===== config.mk =====
export PLATFORM = sky130hd
export DESIGN_NAME = seq_blink_encoder
export DESIGN_NICKNAME = d
export VERILOG_FILES = /design/src/rtl/seq_blink_encoder.sv
export SDC_FILE = /design/constraint.sdc
export NUM_CORES = 1
export LEC_CHECK = 0
export CAP_MARGIN = 20
export CORE_ASPECT_RATIO = 1.2
export CORE_UTILIZATION = 50
export DETAILED_ROUTE_END_ITERATION = 12
export GPL_ROUTABILITY_DRIVEN = 0
export GPL_TIMING_DRIVEN = 0
export PLACE_DENSITY = 0.74
export SKIP_LAST_GASP = 1
export SLEW_MARGIN = 10
export SYNTH_ARGS = -nofsm -noshare
export SYNTH_HDL_FRONTEND = slang
export SYNTH_SLANG_ARGS = --single-unit

===== constraint.sdc =====
create_clock -name clk -period 5.9 [get_ports clk]
set_clock_uncertainty 0.2 [all_clocks]
set_input_delay 1.475 -clock clk [delete_from_list [all_inputs] [get_ports clk]]
set_output_delay 1.475 -clock clk [all_outputs]
set_load 0.01 [all_outputs]

===== src/rtl/seq_blink_encoder.sv =====
// Latches a 16-bit value, converts it to BCD with a sequential double-dabble and blinks it
// on one LED as decimal pulse-count digits. Define SEQ_BLINK_BCD_OUT_EN to expose bcd_out.
module seq_blink_encoder #(
    parameter int ON_TICKS   = 4,
    parameter int OFF_TICKS  = 4,
    parameter int GAP_TICKS  = 12,
    parameter int ZERO_TICKS = 16,
    parameter int CNT_W      = 8
) (
    input  logic        clk,
    input  logic        rst_n,
    input  logic        ena,
    input  logic        tick,
    input  logic        flush,
    input  logic        in_valid,
    output logic        in_ready,
    input  logic [15:0] in_data,
    output logic        led,
    output logic        busy,
    output logic [2:0]  digit_idx,
    output logic        done
`ifdef SEQ_BLINK_BCD_OUT_EN
    ,
    output logic [19:0] bcd_out
`endif
);
    localparam logic [2:0] IDLE      = 3'd0;
    localparam logic [2:0] CONVERT   = 3'd1;
    localparam logic [2:0] SKIP      = 3'd2;
    localparam logic [2:0] PULSE_ON  = 3'd3;
    localparam logic [2:0] PULSE_OFF = 3'd4;
    localparam logic [2:0] GAP       = 3'd5;
    localparam logic [2:0] DONE      = 3'd6;

    logic [2:0]       state;
    logic [15:0]      bin;
    logic [19:0]      bcd, bcd_adj, bcd_shift;
    logic [3:0]       conv_cnt;
    logic [2:0]       sel, sel_dn;
    logic [3:0]       pulses, cur_dig, nxt_dig;
    logic [CNT_W-1:0] ph_cnt, ph_inc, limit;
    logic             ph_exp;

    function automatic logic [3:0] digit_at(input logic [19:0] b, input logic [2:0] s);
        case (s)
            3'd0:    digit_at = b[3:0];
            3'd1:    digit_at = b[7:4];
            3'd2:    digit_at = b[11:8];
            3'd3:    digit_at = b[15:12];
            3'd4:    digit_at = b[19:16];
            default: digit_at = 4'd0;
        endcase
    endfunction

    assign in_ready = (state == IDLE) && ena && !flush;
    assign busy     = (state != IDLE);
    assign done     = (state == DONE) && ena && !flush;

    always_comb begin
        bcd_adj = bcd;
        for (int i = 0; i < 5; i++)
            if (bcd[4*i +: 4] >= 4'd5) bcd_adj[4*i +: 4] = bcd[4*i +: 4] + 4'd3;
    end
    assign bcd_shift = {bcd_adj[18:0], bin[15]};

    assign sel_dn  = sel - 3'd1;
    assign cur_dig = digit_at(bcd, sel);
    assign nxt_dig = digit_at(bcd, sel_dn);

    // A zero digit is shown as one long pulse instead of no pulse at all.
    always_comb begin
        case (state)
            PULSE_ON:  limit = (cur_dig == 4'd0) ? CNT_W'(ZERO_TICKS) : CNT_W'(ON_TICKS);
            PULSE_OFF: limit = CNT_W'(OFF_TICKS);
            default:   limit = CNT_W'(GAP_TICKS);
        endcase
    end
    assign ph_inc = ph_cnt + 1'b1;
    assign ph_exp = tick && (ph_inc == limit);

    always_ff @(posedge clk or negedge rst_n) begin
        if (!rst_n) begin
            state     <= IDLE;
            bin       <= '0;
            bcd       <= '0;
            conv_cnt  <= '0;
            sel       <= '0;
            pulses    <= '0;
            ph_cnt    <= '0;
            led       <= 1'b0;
            digit_idx <= '0;
        end else if (flush) begin
            state     <= IDLE;
            conv_cnt  <= '0;
            sel       <= '0;
            pulses    <= '0;
            ph_cnt    <= '0;
            led       <= 1'b0;
            digit_idx <= '0;
        end else if (ena) begin
            case (state)
                IDLE: if (in_valid) begin
                    bin      <= in_data;
                    bcd      <= '0;
                    conv_cnt <= '0;
                    state    <= CONVERT;
                end
                CONVERT: begin
                    bcd      <= bcd_shift;
                    bin      <= {bin[14:0], 1'b0};
                    conv_cnt <= conv_cnt + 4'd1;
                    if (conv_cnt == 4'd15) begin
                        sel   <= 3'd4;
                        state <= SKIP;
                    end
                end
                // Looks one digit ahead so each leading zero costs exactly one cycle.
                SKIP: begin
                    if (cur_dig != 4'd0 || sel == 3'd0) begin
                        pulses    <= cur_dig;
                        digit_idx <= '0;
                        ph_cnt    <= '0;
                        led       <= 1'b1;
                        state     <= PULSE_ON;
                    end else begin
                        sel <= sel_dn;
                        if (nxt_dig != 4'd0 || sel_dn == 3'd0) begin
                            pulses    <= nxt_dig;
                            digit_idx <= '0;
                            ph_cnt    <= '0;
                            led       <= 1'b1;
                            state     <= PULSE_ON;
                        end
                    end
                end
                PULSE_ON: begin
                    if (tick) ph_cnt <= ph_exp ? '0 : ph_inc;
                    if (ph_exp) begin
                        led   <= 1'b0;
                        state <= PULSE_OFF;
                        if (pulses != 4'd0) pulses <= pulses - 4'd1;
                    end
                end
                PULSE_OFF: begin
                    if (tick) ph_cnt <= ph_exp ? '0 : ph_inc;
                    if (ph_exp) begin
                        if (pulses != 4'd0) begin
                            led   <= 1'b1;
                            state <= PULSE_ON;
                        end else if (sel != 3'd0) begin
                            state <= GAP;
                        end else begin
                            state <= DONE;
                        end
                    end
                end
                GAP: begin
                    if (tick) ph_cnt <= ph_exp ? '0 : ph_inc;
                    if (ph_exp) begin
                        sel       <= sel_dn;
                        digit_idx <= digit_idx + 3'd1;
                        pulses    <= nxt_dig;
                        led       <= 1'b1;
                        state     <= PULSE_ON;
                    end
                end
                DONE:    state <= IDLE;
                default: state <= IDLE;
            endcase
        end
    end

`ifdef SEQ_BLINK_BCD_OUT_EN
    always_ff @(posedge clk or negedge rst_n) begin
        if (!rst_n)
            bcd_out <= '0;
        else if (flush)
            bcd_out <= '0;
        else if (ena && state == CONVERT && conv_cnt == 4'd15)
            bcd_out <= bcd_shift;
    end
`endif

endmodule


==> impl_metrics.env <==
export IMPL_crit_family="buffers and inverters"
export IMPL_cts_hold_buf=0
export IMPL_run_status="finished, final reports clean"
export IMPL_critPathBufInv=4
export IMPL_mappedNetlistArea_um2=4160
export IMPL_max_capacitance_violation_count=0
export IMPL_fraction_of_power_spent_switching_nets=0.452
export IMPL_syn_mean_instance_area_um2=8.64
export IMPL_antenna_violations_before_repair=0
export IMPL_netlist_instances=482
export IMPL_holdCritPathClass="reg -> reg"
export IMPL_route_detailed_drc=0
export IMPL_crit_path_end_kind="output port"
export IMPL_synth_edf_count=0
export IMPL_rows=36
export IMPL_total_switching_power_mw=0.890
export IMPL_worstSetupPathType="in -> out"
export IMPL_final_count_of_negative_setup_slack_endpoints=0
export IMPL_combPwrFrac=0.485
export IMPL_effective_utilization_at_floorplan=0.514
export IMPL_tightestPinTransition_ns=0.968
export IMPL_synth_area_leader_cell="dfrtp_1"
export IMPL_critical_path_required_ns=4.22
export IMPL_crit_slowest_cell="clkdlybuf4s50_1"
export IMPL_global_route_usage_total=0.250
export IMPL_ys_seq_area_frac=0.373
export IMPL_ys_flop_type="dfrtp_1"
export IMPL_route_final_wire_length_mm=10.2
export IMPL_min_period_over_period=0.862
export IMPL_dr_pass1_iters=7
export IMPL_internal_power_mw=1.08
export IMPL_cts_clk_slew_worst_paths_ns=0.08
export IMPL_max_slew_margin_rel=0.350
export IMPL_clock_tree_buffer_depth=2
export IMPL_fmaxAchievable_mhz=197
export IMPL_maxSlewViolCount=0
export IMPL_syn_num_nets=527
export IMPL_synth_async_sr_flop_share=1.00
export IMPL_power_share_sequential=0.335
export IMPL_netlist_cell_type_count=56
export IMPL_post_cts_setup_repair_bufs=0
export IMPL_leakagePower_nw=1.95
export IMPL_setup_total_negative_slack_ns=0
export IMPL_globalRoute_totalOverflow=0
export IMPL_die_y_um=102
export IMPL_pwr_density_cell_nw_per_um2=414
export IMPL_dp_hpwl_mm=7.29
export IMPL_clock_tree_sinks=62
export IMPL_timing_critical_path_slowest_cell_delay_ns=0.52
export IMPL_arrival_ns=3.41
export IMPL_power_frac_clock=0.180
export IMPL_routed_via_count=3846
export IMPL_die_width_um=85.3
export IMPL_ctsRootBufferMaster="clkbuf_8"
export IMPL_detail_route_antenna_nets=0
export IMPL_flip_flop_and_latch_count_after_synthesis=62
export IMPL_drtIter0Drc=307
export IMPL_grt_pass1_wl_mm=17.1
export IMPL_timing_final_hold_violations=0
export IMPL_die_area_um2=8700
export IMPL_boundaryPins=29
export IMPL_unrepaired_setup_endpoints_after_global_routing="no"
export IMPL_grt_max_degree=63
export IMPL_nNetsFinal=566
export IMPL_routed_wire_length_per_instance_um=16.5
export IMPL_ys_top_cells_by_area="dfrtp_1 37%, ha_1 6.9%, o21ai_0 6.6%"
export IMPL_io_buffers=27
export IMPL_yosys_warnings=0
export IMPL_stdcell_count=621
export IMPL_dp_cells=605
export IMPL_syn2layout_area_growth_pct=14.3
export IMPL_startpoint_type="primary input"
export IMPL_drive_above_1_share=0.0665
export IMPL_core_area_um2=8110
export IMPL_via_count_of_the_first_global_routing_pass=3622
export IMPL_clock_tree_htree_level_count=3
export IMPL_worst_path_max_fanout=10
export IMPL_cts_resized=0
export IMPL_timing_critical_path_cells="clkdlybuf4s50_1 -> clkbuf_1 -> clkbuf_1 -> nor3_1 -> clkdlybuf4s50_1"
export IMPL_tritoncts_clock_tree="yes"
export IMPL_clock_latency_ns=0.37
export IMPL_vias_per_cell=6.19
export IMPL_cts_buffers_inserted=9
export IMPL_num_antenna_cells=0
export IMPL_ir_worst_vdd_mv=0.261
export IMPL_synthDominantCellAreaShare=0.373
export IMPL_final_min_clock_period_ns=5.09
-- area by class of cell --
class | instances | area [µm²]
Fill cell | 724 | 3350
Timing Repair Buffer | 28 | 295
Inverter | 24 | 90.1
Multi-Input combinational cell | 369 | 2410
Clock buffer | 9 | 124
Buffer | 27 | 114
Sequential cell | 62 | 1550
Tap cell | 95 | 119
Clock inverter | 7 | 56.3
-- state kept, by name, summed over array words and instances (netlist names) --
signal	flops
conv_cnt	4
ph_cnt	8
state	3
pulses	4
sel	3
digit_idx	3
led	1
bcd	20
bin	16
-- per-layer routing --
metal,GRT usage,vias to the layer above,wire [µm]
met3,0.0323,22,487
met5,0,-,0
met4,0.140,0,258
li1,-,1857,-
met2,0.432,119,5120
met1,0.305,1848,4350
-- worst min-delay path, stage by stage, from the launching register on --
cell and delay (ns):
dfrtp_1 0.35, nand2_1 0.05, o21ai_0 0.06
-- path summary, 6_finish.rpt --
check | startpoint | end | slack, ns | cells past startpoint
min | bin[5] | bin[5] | 0.29 | 2
max reg2reg | sel[0] | ph_cnt[6] | 2.09 | 10
min in group asynchronous | rst_n | sel[0] | 0.88 | 2
max | flush | done | 0.81 | 5
min reg2reg | bin[5] | bin[5] | 0.29 | 2
max in group asynchronous | rst_n | digit_idx[0] | 4.31 | 2
-- logic make-up after synthesis --
family / Yosys count / share of synthesized area
AOI/OAI and AO/OA: 155 / 0.237
xor gates and xnor gates: 12 / 0.0252
adders and majority gates: 23 / 0.0691
buffers and inverters: 51 / 0.0490
DFF: 62 / 0.373
muxes: 29 / 0.0724
and+or+nand+nor: 150 / 0.175
-- through the flow --
step                      setup WS (ns)  utilization  power, mW  hold WS [ns]  cell area [µm²]
after floorplan                    2.06            -       1.34         0.250             4160
after global placement            0.823        0.562       1.57         0.264             4550
after detailed placement          0.839        0.565       1.60         0.271             4580
after CTS                         0.831        0.587       1.96         0.290             4760
after global routing              0.668        0.587       2.12         0.318             4760
final                             0.813        0.587       1.97         0.286             4760
-- layout by cell type (no fill, tap or decap), types with 5 or more instances in the layout --
master	n
dfrtp_1	62
nand2_1	56
o21ai_0	55
a21oi_1	27
clkdlybuf4s50_1	26
nor2_1	25
ha_1	23
inv_1	22
clkbuf_1	20
mux2i_1	20
nand3_1	17
nor3_1	11
o22ai_1	10
mux2_2	9
xnor2_1	9
nor3b_1	9
clkbuf_8	9
a22oi_1	8
nand2b_1	7
a31oi_1	7
o211ai_1	6
o41ai_1	6
a222oi_1	5
-- synthesized netlist by cell type (all sizes together) (5+ instances only) --
| cell type | count |
|---|---|
| a21oi | 27 |
| a222oi | 5 |
| a22oi | 8 |
| a31oi | 7 |
| buf | 7 |
| clkbuf | 20 |
| dfrtp | 62 |
| ha | 23 |
| inv | 22 |
| mux2 | 9 |
| mux2i | 20 |
| nand2 | 56 |
| nand2b | 7 |
| nand3 | 17 |
| nor2 | 25 |
| nor3 | 11 |
| nor3b | 9 |
| o211ai | 6 |
| o21ai | 56 |
| o22ai | 10 |
| o41ai | 6 |
| xnor2 | 9 |
-- power groups by stage --
stage,Sequential (mW),Combinational [mW],Clock (mW)
floorplan,0.635,0.710,0
global placement,0.659,0.909,0
detailed placement,0.667,0.932,0
CTS,0.659,0.941,0.360
global route,0.679,1.07,0.374
finish,0.660,0.956,0.354
No activity file was read; power rests on OpenSTA's default activity.
